$ cat src/rtl/apb_master.sv
// APB requester: turns a valid/ready command stream into APB SETUP/ACCESS transfers
// and returns exactly one response per accepted command.
//
// state  | meaning
// IDLE   | no transfer in flight, cmd_ready high
// SETUP  | PSEL high, PENABLE low, one cycle
// ACCESS | PSEL/PENABLE high, waiting for PREADY or the wait-cycle limit
module apb_master #(
    parameter int ADDR_WIDTH = 8,
    parameter int DATA_WIDTH = 32,
    parameter int TIMEOUT    = 16
) (
    input  logic                  PCLK,
    input  logic                  PRESETn,
    input  logic                  cmd_valid,
    output logic                  cmd_ready,
    input  logic                  cmd_write,
    input  logic [ADDR_WIDTH-1:0] cmd_addr,
    input  logic [DATA_WIDTH-1:0] cmd_wdata,
    output logic                  rsp_valid,
    output logic [DATA_WIDTH-1:0] rsp_rdata,
    output logic                  rsp_timeout,
    output logic                  PSEL,
    output logic                  PENABLE,
    output logic                  PWRITE,
    output logic [ADDR_WIDTH-1:0] PADDR,
    output logic [DATA_WIDTH-1:0] PWDATA,
    input  logic [DATA_WIDTH-1:0] PRDATA,
    input  logic                  PREADY
);

    localparam logic [1:0] S_IDLE   = 2'd0;
    localparam logic [1:0] S_SETUP  = 2'd1;
    localparam logic [1:0] S_ACCESS = 2'd2;

    // Counter only has to reach TIMEOUT-1; the abort fires on that value.
    localparam int CNT_W   = (TIMEOUT > 1) ? $clog2(TIMEOUT) : 1;
    localparam int TO_LAST = (TIMEOUT > 0) ? TIMEOUT - 1 : 0;
    localparam logic [CNT_W-1:0] TO_LAST_C = CNT_W'(TO_LAST);

    logic [1:0]       state;
    logic [CNT_W-1:0] wait_cnt;

    assign cmd_ready = (state == S_IDLE);

    always_ff @(posedge PCLK or negedge PRESETn) begin
        if (!PRESETn) begin
            state       <= S_IDLE;
            wait_cnt    <= '0;
            PSEL        <= 1'b0;
            PENABLE     <= 1'b0;
            PWRITE      <= 1'b0;
            PADDR       <= '0;
            PWDATA      <= '0;
            rsp_valid   <= 1'b0;
            rsp_rdata   <= '0;
            rsp_timeout <= 1'b0;
        end else begin
            rsp_valid   <= 1'b0;
            rsp_timeout <= 1'b0;
            case (state)
                S_IDLE: begin
                    if (cmd_valid) begin
                        PADDR  <= cmd_addr;
                        PWRITE <= cmd_write;
                        PWDATA <= cmd_wdata;
                        PSEL   <= 1'b1;
                        state  <= S_SETUP;
                    end
                end
                S_SETUP: begin
                    PENABLE  <= 1'b1;
                    wait_cnt <= '0;
                    state    <= S_ACCESS;
                end
                S_ACCESS: begin
                    if (PREADY) begin
                        PSEL      <= 1'b0;
                        PENABLE   <= 1'b0;
                        rsp_valid <= 1'b1;
                        rsp_rdata <= PWRITE ? '0 : PRDATA;
                        state     <= S_IDLE;
                    end else if ((TIMEOUT != 0) && (wait_cnt == TO_LAST_C)) begin
                        PSEL        <= 1'b0;
                        PENABLE     <= 1'b0;
                        rsp_valid   <= 1'b1;
                        rsp_timeout <= 1'b1;
                        rsp_rdata   <= '0;
                        state       <= S_IDLE;
                    end else begin
                        wait_cnt <= wait_cnt + CNT_W'(1);
                    end
                end
                default: begin
                    PSEL    <= 1'b0;
                    PENABLE <= 1'b0;
                    state   <= S_IDLE;
                end
            endcase
        end
    end

endmodule

$ cat config.mk
export PLATFORM = sky130hd
export DESIGN_NAME = apb_master
export DESIGN_NICKNAME = d
export VERILOG_FILES = /design/src/rtl/apb_master.sv
export SDC_FILE = /design/constraint.sdc
export NUM_CORES = 1
export LEC_CHECK = 0
export ABC_AREA = 1
export CORE_UTILIZATION = 41
export DETAILED_ROUTE_END_ITERATION = 7
export GPL_ROUTABILITY_DRIVEN = 0
export HOLD_SLACK_MARGIN = 0.02
export PLACE_DENSITY = 0.91
export SLEW_MARGIN = 10
export SYNTH_ARGS = -nofsm -noshare
export SYNTH_HDL_FRONTEND = slang
export SYNTH_SLANG_ARGS = --single-unit
$ cat constraint.sdc
create_clock -name PCLK -period 1.55 [get_ports PCLK]
set_clock_uncertainty 0.05 [all_clocks]
set_input_delay 0.2325 -clock PCLK [delete_from_list [all_inputs] [get_ports PCLK]]
set_output_delay 0.2325 -clock PCLK [all_outputs]
set_load 0.02 [all_outputs]
==> tab_implementation.tex, run 1 <==
\begin{tabular}{lr}
\hline
Metric & Value \\
\hline
\multicolumn{2}{l}{\textbf{Outcome}} \\
\quad Status & complete, no violations \\
\multicolumn{2}{l}{\textbf{STA}} \\
\quad F\_max & 0.6745 GHz \\
\quad Number of hold-slack violations in the final timing report & 0 \\
\quad Slew Viols, Final & 0 \\
\quad Setup ws final & 0.06743 ns \\
\quad Number of endpoints failing setup at the final stage & 0 \\
\quad RSZ-0062 raised after global routing & false \\
\quad Final min period & 1.483 ns \\
\quad Measured slew at the worst slew-check pin & 0.2707 ns \\
\quad Slew headroom & 81.91\% \\
\quad Setup\_tns & 0 ns \\
\quad Final period util & 95.65\% \\
\quad Hold WS & 0.2235 ns \\
\multicolumn{2}{l}{\textbf{Setup path}} \\
\quad Critical Path End Type & output port \\
\quad Crit start category & register \\
\quad Crit path kind & reg -> out \\
\quad Crit path max fanout & 4 \\
\quad Required time of the critical path & 1.27 ns \\
\quad Arrival time of data at the critical path endpoint & 1.20 ns \\
\multicolumn{2}{l}{\textbf{Synthesis}} \\
\quad Number of synthesized flops with an enable pin & 0 \\
\quad Fraction of registers with async set or reset after synthesis & 100.0\% \\
\quad Number of warnings printed during yosys synthesis & 0 \\
\quad Most common cell in the netlist & nand2\_1 \\
\quad Synthesized flop and latch total & 83 \\
\quad Mapped Nets & 444 \\
\quad Unique masters post-synth & 18 \\
\quad Fraction of post-synthesis cell area in the top cell type by area & 61.66\% \\
\quad Sequential element share of the synthesized area & 61.66\% \\
\quad Largest cells by area after synthesis & dfrtp\_1 (62\%), nand2\_1 (23\%), o21ai\_2 (6.0\%) \\
\quad Cell taking the most area after synthesis & dfrtp\_1 \\
\quad Post-synthesis instance area & 3368 sq um \\
\quad Commonest register cell after synthesis & dfrtp\_1 \\
\quad Most numerous cell types in the synthesized netlist & nand2\_1 (207), dfrtp\_1 (83), o21ai\_2 (23) \\
\quad Average footprint of a synthesized cell & 9.203 sq um \\
\quad Number of cells produced by synthesis & 366 \\
\multicolumn{2}{l}{\textbf{GRT}} \\
\quad Residual overflow from global routing & 0 \\
\quad Total Routing Usage GR & 20.81\% \\
\quad Via count of the first global-routing pass & 2991 \\
\quad First-pass GRT wire length & 13900 um \\
\quad Largest net degree at the start of global routing & 40 \\
\quad Initial antenna violation count & 0 \\
\multicolumn{2}{l}{\textbf{Route}} \\
\quad Top routing layer in use & met4 \\
\quad WL per Instance & 13.90 um \\
\quad M1 wire length & 3605 um \\
\quad Post-route DRC violation count & 0 \\
\quad Total wire length after detailed routing & 8829 um \\
\quad Vias per inst & 4.751 \\
\quad Count of nets left with antenna violations after detail routing & 0 \\
\quad Routed wl met3 & 706 um \\
\quad Detailed route wirelength on metal2 & 4273 um \\
\quad Count of routing violations after the opening detailed-route iteration & 110 \\
\quad 1st-pass router iterations & 4 \\
\quad Via count of the routed design & 3017 \\
\multicolumn{2}{l}{\textbf{Pwr}} \\
\quad VDD IR max & 0.8860 mV \\
\quad Reported leakage power & 2.754 nW \\
\quad Power, Total & 10.02 mW \\
\quad Power density of the placed cells & 1915 nW/um\^{}2 \\
\multicolumn{2}{l}{\textbf{Placed design}} \\
\quad Placed Instance Area & 5056 sq um \\
\quad Number of instances in the placed design & 616 \\
\quad Worst Setup Slack post-DPL & 0.04805 ns \\
\quad Count of port buffers added during placement & 154 \\
\quad Post-DP HPWL & 6313 um \\
\multicolumn{2}{l}{\textbf{Cells and area}} \\
\quad Final core utilization & 66.65\% \\
\quad Post-route design area & 5230 sq um \\
\quad Inserted Diodes & 0 \\
\quad Non-filler cells in the finished layout & 635 \\
\quad Layout Area Growth over Synthesis & 55.28\% \\
\quad Fraction of layout instances using a drive strength above 1 & 11.26\% \\
\quad Net total in the final layout & 606 \\
\quad Filler Cell Count & 636 \\
\quad Sequential Area & 2078 sq um \\
\quad Area of the multi-input gates & 1131 sq um \\
\multicolumn{2}{l}{\textbf{Clock tree}} \\
\quad Insertion delay of the later-clocked pin in the worst-skew pair & 0.34 ns \\
\quad Clock tree from TritonCTS & built \\
\quad Clock sink count & 83 \\
\quad Maximum clock path buffer count & 2 \\
\quad Number of buffers created by CTS & 9 \\
\quad Clock-pin slew of the registers on the worst-case setup and hold paths & 0.09 ns \\
\quad Number of H-tree levels & 3 \\
\quad Master cell of the clock root buffer & clkbuf\_8 \\
\multicolumn{2}{l}{\textbf{Worst hold path}} \\
\quad Path class of the lowest-slack min-delay path & in -> async \\
\multicolumn{2}{l}{\textbf{Floorplanning}} \\
\quad Die Y-Extent & 92.64 um \\
\quad Die X & 92.64 um \\
\quad Total die area & 8581 sq um \\
\quad IO Pins & 155 \\
\quad Placeable core area & 7848 sq um \\
\quad Starting Density & 42.92\% \\
\quad Placement Rows & 32 \\
\multicolumn{2}{l}{\textbf{Run}} \\
\quad Number of max-cap violations & 0 \\
\hline
\end{tabular}
[cells in the final DEF (no fill, tap or decap), types with 2 or more instances in the layout]
| cell | instances |
|---|---|
| inv_1 | 8 |
| dlygate4sd2_1 | 77 |
| buf_12 | 5 |
| o21ai_2 | 23 |
| buf_4 | 8 |
| nor2_1 | 2 |
| clkdlybuf4s50_1 | 75 |
| nor3_1 | 2 |
| dfrtp_1 | 82 |
| clkinv_4 | 2 |
| nand2_1 | 206 |
| nor2_2 | 3 |
| o21ai_1 | 9 |
| clkbuf_16 | 2 |
| clkinvlp_4 | 2 |
| nand3_1 | 6 |
| clkbuf_8 | 10 |
[area by class of cell]
type                            count  share of cell area [%]
Sequential cell                    83                   39.74
Timing Repair Buffer              169                   31.65
Multi-Input combinational cell    256                   21.63
Clock buffer                       11                   2.703
Tap cell                          102                   2.440
Clock inverter                      5                   1.196
Inverter                            9                  0.6459
[critical path, stage by stage, from the launching register on]
cell and delay [ns]:
dfrtp_1 0.43, nor2_2 0.12, clkdlybuf4s15_1 0.32
[path summary, 6_finish.rpt]
| check | startpoint | to | slack [ns] | cells past startpoint |
|---|---|---|---|---|
| max | state[0] | cmd_ready | 0.07 | 2 |
| min | PRESETn | rsp_rdata[16] | 0.22 | 2 |
| max reg2reg | wait_cnt[0] | rsp_rdata[16] | 0.10 | 6 |
| min reg2reg | PWDATA[21] | PWDATA[21] | 0.42 | 2 |
| max in group asynchronous | PRESETn | wait_cnt[0] | 0.73 | 3 |
| min in group PCLK | cmd_wdata[10] | PWDATA[10] | 0.37 | 3 |
[flip-flops by register name, indices dropped and copies added, names as in the netlist, 2 cells and up]
register   flops
rsp_rdata     32
wait_cnt       4
PADDR          8
PWDATA        32
state          2
[routing by layer]
layer	GRT usage [%]	vias up
met4	8.846	0
met3	6.158	20
li1	-	1457
met1	25.47	1413
met5	0	-
met2	34.26	127
[report_power, final]
| part | total, mW | internal, mW | switching, mW |
|---|---|---|---|
| clock network | 1.56 | 0.795 | 0.760 |
| registers | 3.67 | 3.14 | 0.531 |
| logic | 4.79 | 1.87 | 2.92 |
| total | 10.0 | 5.81 | 4.21 |
[cells by family (layout without fill, tap and decap cells)]
group	Yosys count	count (layout)	share of synthesized area (%)
buf+inv	27	194	5.052
flops	83	83	61.66
compound gates	33	33	7.466
simple gates	222	222	25.45
fa+ha+maj	1	1	0.3714
[repair_timing]
action,4_1_cts,5_1_grt
hold buffers,1,0
buffers inserted,0,0
endpoints found under the setup margin,78,5
resized for setup,78,3
cloned,0,2
endpoints found under the hold margin,83,0
pin swaps,0,0
(Power assumes the default switching activity.)
==> run 2, diff against run 1 <==
- CORE_MARGIN: default -> 10
- REMOVE_ABC_BUFFERS: default -> 1
==> run 2 against run 1 <==
Effect of this change: power is 0.56% higher; highest routed layer unchanged; via count down 3.8%; wire length increased by 9.8%; non-clock buffer count is 1 lower; register-to-register slack about the same.
==> tab_implementation.tex, run 2 (synthesis results as in run 1) <==
\begin{tabular}{lr}
\hline
Metric & Value \\
\hline
\multicolumn{2}{l}{\textbf{Setup path}} \\
\quad Arrival time of data at the critical path endpoint & 1.65 ns (+0.45 ns) \\
\quad Critical Path End Type & register \\
\quad Crit path kind & reg -> reg \\
\quad Required time of the critical path & 1.75 ns (+0.48 ns) \\
\quad Crit start category & register \\
\quad Crit path max fanout & 18 (+14) \\
\multicolumn{2}{l}{\textbf{Route}} \\
\quad WL per Instance & 15.31 um (+10\%) \\
\quad Post-route DRC violation count & 0 (unchanged) \\
\quad Total wire length after detailed routing & 9690 um (+9.8\%) \\
\quad Count of nets left with antenna violations after detail routing & 0 (unchanged) \\
\quad Vias per inst & 4.583 (-3.5\%) \\
\quad 1st-pass router iterations & 4 (unchanged) \\
\quad Count of routing violations after the opening detailed-route iteration & 144 (+31\%) \\
\quad Via count of the routed design & 2901 (-3.8\%) \\
\multicolumn{2}{l}{\textbf{Clock tree}} \\
\quad Clock sink count & 83 (unchanged) \\
\quad Maximum clock path buffer count & 2 (unchanged) \\
\quad Clock-pin slew of the registers on the worst-case setup and hold paths & 0.08 ns (about the same) \\
\quad Master cell of the clock root buffer & clkbuf\_8 \\
\quad Number of buffers created by CTS & 9 (unchanged) \\
\quad Number of H-tree levels & 3 (unchanged) \\
\quad Insertion delay of the later-clocked pin in the worst-skew pair & 0.33 ns (about the same) \\
\quad Clock tree from TritonCTS & built \\
\multicolumn{2}{l}{\textbf{Floorplanning}} \\
\quad Total die area & 12240 sq um (+43\%) \\
\quad Starting Density & 42.92\% (unchanged) \\
\quad Placement Rows & 32 (unchanged) \\
\quad Die Y-Extent & 110.6 um (+19\%) \\
\quad Placeable core area & 7848 sq um (unchanged) \\
\quad IO Pins & 155 (unchanged) \\
\quad Die X & 110.6 um (+19\%) \\
\multicolumn{2}{l}{\textbf{Worst hold path}} \\
\quad Path class of the lowest-slack min-delay path & in -> async \\
\multicolumn{2}{l}{\textbf{Cells and area}} \\
\quad Filler Cell Count & 634 (-0.31\%) \\
\quad Net total in the final layout & 605 (-0.17\%) \\
\quad Most common cell after layout, fill and taps aside & nand2\_1 \\
\quad Fraction of layout instances using a drive strength above 1 & 10.92\% (-0.33 points) \\
\quad Post-route design area & 5207 sq um (-0.43\%) \\
\quad Registers with the most flip-flops & PWDATA x32, rsp\_rdata x32, PADDR x8 \\
\quad Most used cells in the layout excluding fill and tap cells & nand2\_1 (206), dfrtp\_1 (83), dlygate4sd2\_1 (77), clkdlybuf4s50\_1 (75), o21ai\_2 (23) \\
\quad Inserted Diodes & 0 (unchanged) \\
\quad Non-filler cells in the finished layout & 633 (-0.31\%) \\
\quad Sequential Area & 2077 sq um (about the same) \\
\quad Area of the multi-input gates & 1131 sq um (unchanged) \\
\quad Layout Area Growth over Synthesis & 54.61\% \\
\multicolumn{2}{l}{\textbf{Placed design}} \\
\quad Count of port buffers added during placement & 154 (unchanged) \\
\quad Placed Instance Area & 5056 sq um (unchanged) \\
\quad Post-DP HPWL & 7541 um (+19\%) \\
\quad Number of instances in the placed design & 616 (unchanged) \\
\quad Worst Setup Slack post-DPL & 0.02529 ns (-0.02276 ns) \\
\multicolumn{2}{l}{\textbf{STA}} \\
\quad Setup ws final & 0.1014 ns (+0.03392 ns) \\
\quad Number of endpoints failing setup at the final stage & 0 (unchanged) \\
\quad Final min period & 1.449 ns (-0.03392 ns) \\
\quad Measured slew at the worst slew-check pin & 0.4079 ns (+0.1373 ns) \\
\quad F\_max & 0.6903 GHz (+2.3\%) \\
\quad RSZ-0062 raised after global routing & true \\
\quad Slew Viols, Final & 0 (unchanged) \\
\quad Slew headroom & 72.81\% (-9.1 points) \\
\quad Final period util & 93.46\% (-2.2 points) \\
\quad Setup\_tns & 0 ns (unchanged) \\
\quad Number of hold-slack violations in the final timing report & 0 (unchanged) \\
\multicolumn{2}{l}{\textbf{Pwr}} \\
\quad Power, Total & 10.07 mW (+0.56\%) \\
\quad Reported leakage power & 2.752 nW (about the same) \\
\quad VDD IR max & 1.058 mV (+19\%) \\
\quad Power density of the placed cells & 1934 nW/um\^{}2 (+0.99\%) \\
\multicolumn{2}{l}{\textbf{GRT}} \\
\quad Total Routing Usage GR & 15.11\% (-5.7 points) \\
\quad Residual overflow from global routing & 0 (unchanged) \\
\quad Via count of the first global-routing pass & 3026 (+1.2\%) \\
\quad First-pass GRT wire length & 15440 um (+11\%) \\
\quad Largest net degree at the start of global routing & 45 (+13\%) \\
\quad Initial antenna violation count & 0 (unchanged) \\
\multicolumn{2}{l}{\textbf{Outcome}} \\
\quad Status & complete, no violations \\
\multicolumn{2}{l}{\textbf{Run}} \\
\quad Number of max-cap violations & 0 (unchanged) \\
\hline
\end{tabular}
[run 2: changes by cell type in the layout (fill, tap and decap cells not counted), sizes merged]
cell and change:
clkbuf +3, clkinvlp -2, clkinv -2, clkdlybuf4s15 -1
[run 2: metrics by stage]
stage / hold WS [ns] / util, %
floorplan: -0.1131 / -
global placement: 0.1341 / 64.43
detailed placement: 0.1452 / 64.43
CTS: 0.3343 / 66.04
global route: 0.3459 / 66.36
finish: 0.3469 / 66.36
[run 2: cell type report]
cell class / count / share of cell area (%)
Clock buffer: 14 / 3.508
Clock inverter: 1 / 0.5766
Inverter: 9 / 0.6487
Multi-Input combinational cell: 256 / 21.72
Sequential cell: 83 / 39.88
Tap cell: 102 / 2.451
Timing Repair Buffer: 168 / 31.21
[run 2: worst paths after layout]
| kind | from | end | slack (ns) | cells past startpoint |
|---|---|---|---|---|
| max reg2reg | wait_cnt[0] | rsp_rdata[18] | 0.10 | 6 |
| max | wait_cnt[0] | rsp_rdata[18] | 0.10 | 6 |
| min | PRESETn | PADDR[2] | 0.35 | 2 |
| max in group asynchronous | PRESETn | PWDATA[23] | 0.53 | 3 |
| min reg2reg | PWDATA[6] | PWDATA[6] | 0.43 | 2 |
| min in group PCLK | cmd_addr[0] | PADDR[0] | 0.38 | 3 |
[run 2: critical path, cell delays in order, from the launching register on]
cell and delay, ns:
dfrtp_1 0.42, ha_1 0.23, nand3_2 0.10, nand2_1 0.12, nand2_4 0.10, clkbuf_16 0.20, o21ai_1 0.15
[run 2: repair_timing]
action | 4_1_cts | 5_1_grt
hold buffers | 1 | 0
hold endpoints to repair | 29 | 0
endpoints found under the setup margin | 78 | 18
cloned | 0 | 1
buffers inserted | 0 | 0
resized for setup | 79 | 2
[run 2: per-layer routing]
metal / share of wire (%) / up-vias / GRT usage (%)
met5: 0 / - / 0
met4: 0.72 / 0 / 4.145
met3: 10 / 8 / 7.023
met2: 46 / 125 / 24.06
met1: 43 / 1319 / 17.92
li1: - / 1449 / -
[run 2: report_power, final]
part	switching, mW	total [mW]	internal [mW]
clock network	0.702	1.62	0.915
registers	0.524	3.66	3.14
logic	2.95	4.79	1.84
